===== config.mk =====
export PLATFORM = sky130hd
export DESIGN_NAME = multi_phase_signal_ctrl
export DESIGN_NICKNAME = d
export VERILOG_FILES = /design/src/rtl/multi_phase_signal_ctrl_pkg.sv /design/src/rtl/multi_phase_signal_ctrl_phase_timer.sv /design/src/rtl/multi_phase_signal_ctrl.sv
export SDC_FILE = /design/constraint.sdc
export NUM_CORES = 1
export LEC_CHECK = 0
export CAP_MARGIN = 40
export CELL_PAD_IN_SITES_DETAIL_PLACEMENT = 0
export CELL_PAD_IN_SITES_GLOBAL_PLACEMENT = 1
export CORE_MARGIN = 1.5
export CORE_UTILIZATION = 49
export CTS_BUF_LIST = sky130_fd_sc_hd__clkbuf_4
export CTS_CLUSTER_SIZE = 30
export DETAILED_ROUTE_END_ITERATION = 7
export PLACE_DENSITY_LB_ADDON = 0.1
export SLEW_MARGIN = 20
export SYNTH_ARGS = -nofsm -noshare
export SYNTH_HDL_FRONTEND = slang
export SYNTH_SLANG_ARGS = --single-unit

===== constraint.sdc =====
create_clock -name clk -period 7.6 [get_ports clk]
set_clock_uncertainty 0.05 [all_clocks]
set_input_delay 1.52 -clock clk [delete_from_list [all_inputs] [get_ports clk]]
set_output_delay 1.52 -clock clk [all_outputs]
set_load 0.02 [all_outputs]

===== src/rtl/multi_phase_signal_ctrl_pkg.sv =====
// Shared types and constants for the multi-phase intersection controller.
package multi_phase_signal_ctrl_pkg;

  typedef enum logic [2:0] {
    StAllRed  = 3'd0,
    StGreen   = 3'd1,
    StExtend  = 3'd2,
    StYellow  = 3'd3,
    StWalk    = 3'd4,
    StPreempt = 3'd5
  } state_e;

  localparam logic [2:0] SEL_BASE   = 3'd0;
  localparam logic [2:0] SEL_EXT    = 3'd1;
  localparam logic [2:0] SEL_YEL    = 3'd2;
  localparam logic [2:0] SEL_ALLRED = 3'd3;
  localparam logic [2:0] SEL_WALK   = 3'd4;

  localparam int unsigned DEF_BASE_T   = 6;
  localparam int unsigned DEF_EXT_T    = 3;
  localparam int unsigned DEF_YEL_T    = 2;
  localparam int unsigned DEF_ALLRED_T = 1;
  localparam int unsigned DEF_WALK_T   = 4;
  localparam int unsigned DEF_MAX_EXT  = 2;

endpackage


===== src/rtl/multi_phase_signal_ctrl_phase_timer.sv =====
// Tick-driven countdown for one state dwell; a loaded duration of 0 counts as 1.
module multi_phase_signal_ctrl_phase_timer #(
  parameter int unsigned TW        = 8,
  parameter int unsigned RESET_VAL = 1
) (
  input  logic          clk,
  input  logic          reset_n,
  input  logic          load,
  input  logic          hold,
  input  logic          tick,
  input  logic [TW-1:0] duration,
  output logic          expired
);

  localparam logic [TW-1:0] ONE     = TW'(1);
  localparam logic [TW-1:0] INIT_VAL = (RESET_VAL == 0) ? TW'(1) : TW'(RESET_VAL);

  logic [TW-1:0] count_q;

  always_ff @(posedge clk or negedge reset_n) begin
    if (!reset_n) begin
      count_q <= INIT_VAL;
    end else if (load) begin
      count_q <= (duration == '0) ? ONE : duration;
    end else if (tick && !hold && (count_q > ONE)) begin
      count_q <= count_q - ONE;
    end
  end

  assign expired = tick && !hold && (count_q == ONE);

endmodule


===== src/rtl/multi_phase_signal_ctrl.sv =====
// N-approach demand-driven round-robin signal controller with extension, clearance and walk.
// Optional emergency preemption is built when SIGNAL_PREEMPT_EN is defined.
module multi_phase_signal_ctrl
  import multi_phase_signal_ctrl_pkg::*;
#(
  parameter int unsigned N_PHASES = 4,
  parameter int unsigned TW       = 8,
  parameter int unsigned BASE_T   = DEF_BASE_T,
  parameter int unsigned EXT_T    = DEF_EXT_T,
  parameter int unsigned YEL_T    = DEF_YEL_T,
  parameter int unsigned ALLRED_T = DEF_ALLRED_T,
  parameter int unsigned WALK_T   = DEF_WALK_T,
  parameter int unsigned MAX_EXT  = DEF_MAX_EXT
) (
  input  logic                        clk,
  input  logic                        reset_n,
`ifdef SIGNAL_PREEMPT_EN
  input  logic                        preempt,
  input  logic [$clog2(N_PHASES)-1:0] preempt_phase,
`endif
  input  logic                        tick,
  input  logic [N_PHASES-1:0]         sensor,
  input  logic [N_PHASES-1:0]         walk_req,
  input  logic                        prog_we,
  input  logic [2:0]                  prog_sel,
  input  logic [TW-1:0]               prog_data,
  output logic [N_PHASES-1:0]         red,
  output logic [N_PHASES-1:0]         yellow,
  output logic [N_PHASES-1:0]         green,
  output logic [N_PHASES-1:0]         walk,
  output logic [$clog2(N_PHASES)-1:0] cur_phase,
  output logic [2:0]                  state,
  output logic [N_PHASES-1:0]         walk_pending,
  output logic                        fault
);

  localparam int unsigned PW = $clog2(N_PHASES);
  localparam int unsigned EW = $clog2(MAX_EXT + 2);
  localparam logic [PW-1:0] LAST = PW'(N_PHASES - 1);

  state_e              state_q, state_d;
  logic [PW-1:0]       cur_q, cur_d, next_phase, idx;
  logic [EW-1:0]       ext_cnt_q, ext_cnt_d;
  logic                fault_q, fault_d;
  logic [N_PHASES-1:0] walk_pending_q, walk_pending_d, walk_clr, demand;
  logic [N_PHASES-1:0] red_q, red_d, yellow_q, yellow_d, green_q, green_d, walk_q, walk_d;
  logic [TW-1:0]       dur_base_q, dur_ext_q, dur_yel_q, dur_allred_q, dur_walk_q, load_dur;
  logic                load, hold, expired, ext_ok, walk_exit, preempt_now;

`ifdef SIGNAL_PREEMPT_EN
  assign preempt_now = preempt;
  assign hold        = (state_q == StPreempt);
`else
  assign preempt_now = 1'b0;
  assign hold        = 1'b0;
`endif

  // Shadow duration registers; a write only affects the next timer load.
  always_ff @(posedge clk or negedge reset_n) begin
    if (!reset_n) begin
      dur_base_q   <= TW'(BASE_T);
      dur_ext_q    <= TW'(EXT_T);
      dur_yel_q    <= TW'(YEL_T);
      dur_allred_q <= TW'(ALLRED_T);
      dur_walk_q   <= TW'(WALK_T);
    end else if (prog_we) begin
      case (prog_sel)
        SEL_BASE:   dur_base_q   <= prog_data;
        SEL_EXT:    dur_ext_q    <= prog_data;
        SEL_YEL:    dur_yel_q    <= prog_data;
        SEL_ALLRED: dur_allred_q <= prog_data;
        SEL_WALK:   dur_walk_q   <= prog_data;
        default:    ;
      endcase
    end
  end

  always_comb begin
    case (state_d)
      StGreen:  load_dur = dur_base_q;
      StExtend: load_dur = dur_ext_q;
      StYellow: load_dur = dur_yel_q;
      StWalk:   load_dur = dur_walk_q;
      default:  load_dur = dur_allred_q;
    endcase
  end

  multi_phase_signal_ctrl_phase_timer #(
    .TW        (TW),
    .RESET_VAL (ALLRED_T)
  ) u_phase_timer (
    .clk      (clk),
    .reset_n  (reset_n),
    .load     (load),
    .hold     (hold),
    .tick     (tick),
    .duration (load_dur),
    .expired  (expired)
  );

  assign walk_exit = (state_q == StWalk) && expired && !preempt_now;
  assign ext_ok    = sensor[cur_q] && (32'(ext_cnt_q) < MAX_EXT);

  always_comb begin
    walk_clr = '0;
    if (walk_exit) walk_clr[cur_q] = 1'b1;
  end

  assign walk_pending_d = (walk_pending_q & ~walk_clr) | walk_req;

  // Round-robin search; iterating downward lets the nearest successor win, cur itself last.
  always_comb begin
    demand     = sensor | (walk_pending_q & ~walk_clr);
    next_phase = PW'((32'(cur_q) + 32'd1) % N_PHASES);
    idx        = '0;
    for (int k = int'(N_PHASES); k >= 1; k--) begin
      idx = PW'((32'(cur_q) + 32'(k)) % N_PHASES);
      if (demand[idx]) next_phase = idx;
    end
  end

  always_comb begin
    state_d   = state_q;
    cur_d     = cur_q;
    ext_cnt_d = ext_cnt_q;
    fault_d   = fault_q;
    load      = 1'b0;
    case (state_q)
      StAllRed: begin
        if (expired) begin
          load = 1'b1;
`ifdef SIGNAL_PREEMPT_EN
          if (preempt) begin
            state_d = StPreempt;
            cur_d   = preempt_phase;
          end else
`endif
          if (walk_pending_q[cur_q]) begin
            state_d = StWalk;
          end else begin
            state_d   = StGreen;
            cur_d     = next_phase;
            ext_cnt_d = '0;
          end
        end
      end
      StGreen, StExtend: begin
`ifdef SIGNAL_PREEMPT_EN
        if (preempt && (cur_q != preempt_phase)) begin
          state_d = StYellow;
          load    = 1'b1;
        end else
`endif
        if (expired) begin
          load = 1'b1;
          if (ext_ok) begin
            state_d   = StExtend;
            ext_cnt_d = ext_cnt_q + 1'b1;
          end else begin
            state_d = StYellow;
          end
        end
      end
      StYellow: begin
        if (expired) begin
          state_d = StAllRed;
          load    = 1'b1;
        end
      end
      StWalk: begin
        if (preempt_now) begin
          state_d = StAllRed;
          load    = 1'b1;
        end else if (walk_exit) begin
          state_d   = StGreen;
          cur_d     = next_phase;
          ext_cnt_d = '0;
          load      = 1'b1;
        end
      end
`ifdef SIGNAL_PREEMPT_EN
      StPreempt: begin
        cur_d = preempt_phase;
        if (!preempt) begin
          state_d = StYellow;
          load    = 1'b1;
        end
      end
`endif
      default: begin
        fault_d   = 1'b1;
        state_d   = StAllRed;
        cur_d     = LAST;
        ext_cnt_d = '0;
        load      = 1'b1;
      end
    endcase
  end

  // Lamps are decoded from the next state so they change on the same edge as the FSM.
  always_comb begin
    red_d    = '1;
    yellow_d = '0;
    green_d  = '0;
    walk_d   = '0;
    case (state_d)
`ifdef SIGNAL_PREEMPT_EN
      StGreen, StExtend, StPreempt: begin
`else
      StGreen, StExtend: begin
`endif
        green_d[cur_d] = 1'b1;
        red_d[cur_d]   = 1'b0;
      end
      StYellow: begin
        yellow_d[cur_d] = 1'b1;
        red_d[cur_d]    = 1'b0;
      end
      StWalk:  walk_d[cur_d] = 1'b1;
      default: ;
    endcase
  end

  always_ff @(posedge clk or negedge reset_n) begin
    if (!reset_n) begin
      state_q        <= StAllRed;
      cur_q          <= LAST;
      ext_cnt_q      <= '0;
      fault_q        <= 1'b0;
      walk_pending_q <= '0;
      red_q          <= '1;
      yellow_q       <= '0;
      green_q        <= '0;
      walk_q         <= '0;
    end else begin
      state_q        <= state_d;
      cur_q          <= cur_d;
      ext_cnt_q      <= ext_cnt_d;
      fault_q        <= fault_d;
      walk_pending_q <= walk_pending_d;
      red_q          <= red_d;
      yellow_q       <= yellow_d;
      green_q        <= green_d;
      walk_q         <= walk_d;
    end
  end

  assign red          = red_q;
  assign yellow       = yellow_q;
  assign green        = green_q;
  assign walk         = walk_q;
  assign cur_phase    = cur_q;
  assign state        = state_q;
  assign walk_pending = walk_pending_q;
  assign fault        = fault_q;

endmodule


# Word level (Yosys, flattened, before mapping)
# Index checks and enable logic that the tools add are counted.
# word_totals
latchBits,0
romBits,0
regBits,76
ramBits,0
elab_cells,126
n_memories,0
# op_classes
muxes,49
magnitude_cmp,10
bitwise_logic,6
n_div,0
eq_ne,18
multipliers,0
n_shift,0
n_addsub,6
n_reduce_logical,22
# op_table
cell,count
$pmux 8 s4,1
$mux 2,12
$mux 8,3
$mux 4,5
$eq 3x2->1 const B,6
$lt 2x3->1 const B,6
$mux 3,5
$bmux 1 s2,6
$pmux 3 s4,1
$mux 1,11
$ne 2x2->1 const B,5
$reduce_and 2->1,5
$eq 3x1->1 const B,3
$eq 3x3->1 const B,3
$eq 8x1->1 const B,1
$gt 8x1->1 const B,1
$logic_not 8->1,1
$not 4->4,2
$or 4x4->4,2
$pmux 2 s4,1
$sub 8x1->8 const B,1
$add 2x1->2 const B,3
$logic_and 1x1->1,6
$logic_not 3->1,2
14 further kinds,19

# Longest topological paths before layout
# depth
word_depth,23
ltp_mapped,11
depth_no_buf,11

# Hierarchy
# A second synthesis with hierarchy kept.
# hier_totals
hier_cells,376
area_unflattened_um2,4113.9
# by_module_without_submodules
module,area_per_inst_um2,instances,cells_each
multi_phase_signal_ctrl,3529.6,1,311
multi_phase_signal_ctrl_phase_timer,584.3,1,65

# Least setup slack after synthesis
# Ideal clock, no wire load.
# synth_path
kind,in2reg
startpoint,in tick
endpoint,reg u_phase_timer.count_q[0]
t_required_ns,7.459
path_stages,9
setup_slack_ns,4.110
arrival_ns,3.349
n_path_buf,1
path_cell_list,or4bb_1 nor2_2 o31ai_1 buf_2 a22oi_1 nand2_1 a221oi_1 nand4_1 o31ai_1
# synth_via
elab_chain_cells,9
# synth_rtl
element,line,text
start: declaration,multi_phase_signal_ctrl.sv:21,"input logic tick,"
$logic_and 1x1->1 *,multi_phase_signal_ctrl_phase_timer.sv:30,assign expired = tick && !hold && (count_q == ONE);
$logic_and 1x1->1,multi_phase_signal_ctrl.sv:101,assign walk_exit = (state_q == StWalk) && expired && !preempt_now;
$mux 3,multi_phase_signal_ctrl.sv:174,end else if (walk_exit) begin
$pmux 3 s4 *,multi_phase_signal_ctrl.sv:128,case (state_q)
named net state_d[2],multi_phase_signal_ctrl.sv:41,"state_e state_q, state_d;"
"$eq 3x3->1, or another cell as far along",multi_phase_signal_ctrl.sv:79,case (state_d)
$pmux 8 s4 *,multi_phase_signal_ctrl.sv:79,
$logic_not 8->1,multi_phase_signal_ctrl_phase_timer.sv:24,count_q <= (duration == '0) ? ONE : duration;
$mux 8 *,multi_phase_signal_ctrl_phase_timer.sv:24,
$mux 8 *,multi_phase_signal_ctrl_phase_timer.sv:23,end else if (load) begin
end signal: assignment,multi_phase_signal_ctrl_phase_timer.sv:24,
end signal: assignment,multi_phase_signal_ctrl_phase_timer.sv:26,count_q <= count_q - ONE;
end: declaration,multi_phase_signal_ctrl_phase_timer.sv:18,logic [TW-1:0] count_q;
# The timed path passes the listed nets; every way through them passes the cells marked *.
# A chain may end at the register's enable or synchronous reset.

# Worst setup path in the final report
# layout_path
startpoint,in tick
endpoint,reg u_phase_timer.count_q[0]
# layout_via
elab_chain_cells,9
# layout_rtl
element,line
$logic_and 1x1->1,multi_phase_signal_ctrl_phase_timer.sv:30
$logic_and 1x1->1,multi_phase_signal_ctrl.sv:101
$mux 3,multi_phase_signal_ctrl.sv:174
$pmux 3 s4,multi_phase_signal_ctrl.sv:128
"$eq 3x3->1, or another cell as far along",multi_phase_signal_ctrl.sv:79
$pmux 8 s4,multi_phase_signal_ctrl.sv:79
$logic_not 8->1,multi_phase_signal_ctrl_phase_timer.sv:24
$mux 8,multi_phase_signal_ctrl_phase_timer.sv:24
$mux 8,multi_phase_signal_ctrl_phase_timer.sv:23
# Several ways; a longest one is shown, not always the timed one.

==> impl_metrics.yaml <==
outcome:
  status: "finished, final reports clean"
sta:
  relSlewSlack: 0.458
  max_freq_mhz: 235
  fin_ws_ps: 3340
  whs_ps: 444
  final.setup.tns_ps: 0
  hold_viol: 0
  final-setup-viol-count: 0
  rsz0062_at_grt: "false"
  fin_crit_sh: 0.561
  worst_pin_slew_ps: 813
  slew_viol_final: 0
  period_needed_ps: 4260
run:
  drv_cap: 0
cells_and_area:
  diodes: 0
  stdcell_count: 502
  layout-drive-gt1-share: 0.268
  syn_to_final_growth_pct: 19.2
  finalNetCount: 424
placement:
  post-dp-hpwl_mm: 6.13
  pre_cts_slack_ps: 2990
  dpl.cell_count: 486
  io_buffers: 48
  gp_congestion: 0.841
grt:
  overflow: 0
  first_global_vias: 2797
  antenna_found_initial: 0
  grt_use_total: 0.220
  grt_max_degree: 55
  grt_pass1_wl_mm: 14.3
cts:
  insertion_delay_ps: 420
  clock-sinks: 76
  hold_buffers: 0
  clk_pin_slew_ps: 130
  cts_resized: 0
  cts_buffer_depth: 2
  cts-root-buf: "clkbuf_4"
  cts_tree: "built"
  cts_htree_levels: 3
  post-cts-setup-buffer-count: 0
  cts_buffers: 9
routing:
  drcViolationCount: 0
  viasPerCell: 5.73
  num_vias: 2874
  met2_length_mm: 4.08
  wl_met3_um: 342
  ant_nets: 0
  drt_pass1_iterations: 5
  drt-total-wl_mm: 8.56
  top_layer: "met4"
  wl_per_cell_um: 17.0
  wl_met1_mm: 4.08
  drt_iter0_drc: 179
synthesis:
  yosys_warnings: 0
  synth_area_leaders: "dfrtp_1 40%, mux2_2 13%, dfstp_2 9.5%, nand2_1 2.8%, a221oi_1 2.3%"
  yosysMostFrequentCell: "dfrtp_1"
  synth.distinct_cells: 63
  synth_top_area_share: 0.402
  async_flop_share: 1.00
  syn_area_um2: 3860
  synth_commonest_cells: "62 x dfrtp_1, 43 x mux2_2, 29 x nand2_1"
  seq_area_frac_synth: 0.497
  synth_area_per_cell_um2: 11.4
  yosys.area.top_type: "dfrtp_1"
  syn_inst: 339
  synth.ff_latch_count: 76
  synthesis.nets: 368
  synth-edff-count: 0
  synth-main-ff-cell: "dfrtp_1"
die:
  die_h_um: 91.8
  placement_rows: 32
  start_util: 0.502
  die_area_um2: 8420
  core_um2: 7690
  pin_count: 49
  dieWidth_um: 91.8
critical_path:
  path_buf_inv: 2
  critPathMaxStageDelay_ps: 560
  crit_fanout: 8
  crit_end: "u_phase_timer.count_q[0]$_DFFE_PN1P_"
  crit_start: "tick"
  path_class: "in2reg"
  cp.arrival_ps: 4550
  reg2reg_depth: 9
  cp-start-kind: "input pin"
  endpoint_kind: "flip-flop"
  path_cells: "clkdlybuf4s50_1 > or4bb_1 > o21ai_1 > o221ai_2 > a222oi_1 > inv_1 > a221oi_1 > nand3_1 > o31ai_1"
  r2r_end: "u_phase_timer.count_q[0]$_DFFE_PN1P_"
  critPathTopFamily: "compound AO/OA/AOI/OAI gates"
  crit_cells: 9
  rr_startpoint: "u_phase_timer.count_q[0]$_DFFE_PN1P_"
  regToRegSetupSlack_ps: 4290
  cp.required_ps: 7890
  slowest_stage: "or4bb_1"
pwr:
  leakagePower_nw: 1.90
  vdd_drop_max_v: 0.000122
  p_total_w: 0.00122
  p_per_area_nw_per_um2: 266
min_path:
  hold_class: "reg2reg"
  hp-start: "fault$_DFFE_PN0N_"
-- cells in the final DEF (no fill, tap or decap), drive strengths merged, types with 4 or more instances in the layout --
cell type      netlist  routed
clkbuf               6       9
nor2                28      28
nand2               29      29
a221oi              11      11
ha                   6       6
o21ai               15      15
dfrtp               62      62
nand2b               6       6
clkdlybuf4s50        0      47
a211oi               5       5
mux2i                6       6
nor3                 9       9
clkinv               0       4
inv                 12      13
mux2                43      43
dfstp               14      14
a21oi                9       9
and3                 4       4
a21boi               4       4
xor2                 6       6
or2                  8       8
a22oi                4       4
buf                  3       7
-- through the flow --
step | utilization | cell area (um^2)
after detailed placement | 0.585 | 4500
after global placement | 0.581 | 4470
final | 0.599 | 4610
after floorplan | - | 3860
after global routing | 0.599 | 4610
after CTS | 0.599 | 4610
-- power breakdown --
part / total (W) / internal, W / leakage [nW] / switching [W]
Combinational: 0.000414 / 0.000194 / 0.940 / 0.000220
Sequential: 0.000596 / 0.000513 / 0.898 / 0.0000831
Clock: 0.000213 / 0.0000655 / 0.0595 / 0.000148
-- area by class of cell --
class,count,area [um^2]
clock inverter,7,42.5
multi-input combinational,242,1850
tap,102,128
clock buffer,9,67.6
fill,665,3080
inverter,12,52.6
timing repair buffer,54,543
sequential,76,1920
-- state kept, by name, summed over array words and instances, names as in the netlist, 3 cells and up --
name,flops
dur_allred_q,8
dur_base_q,8
dur_ext_q,8
dur_walk_q,8
dur_yel_q,8
green,4
red,4
state,3
u_phase_timer.count_q,8
walk,4
walk_pending,4
yellow,4
-- routing by layer --
metal  GRT usage  vias to the layer above
li1            -                     1371
met1       0.311                     1441
met2       0.344                       58
met3      0.0498                        4
met4      0.0538                        0
met5           0                        -
-- cell families after synthesis --
group	share of synthesized area
AO/OA/AOI/OAI	0.136
XOR/XNOR	0.0181
flip-flops	0.497
AND/OR/NAND/NOR	0.154
multiplexers	0.153
buffers and inverters	0.0233
adder cells (fa/ha/maj)	0.0194
-- worst min-delay path by stage --
stage	to	slack, ps	cells past startpoint
after floorplan	ext_cnt_q[1]$_DFFE_PN0P_	400	2
after global placement	fault$_DFFE_PN0N_	410	1
after detailed placement	fault$_DFFE_PN0N_	410	1
after CTS	fault$_DFFE_PN0N_	450	1
after global routing	fault$_DFFE_PN0N_	480	1
final	fault$_DFFE_PN0N_	440	1
(Power assumes the default switching activity.)
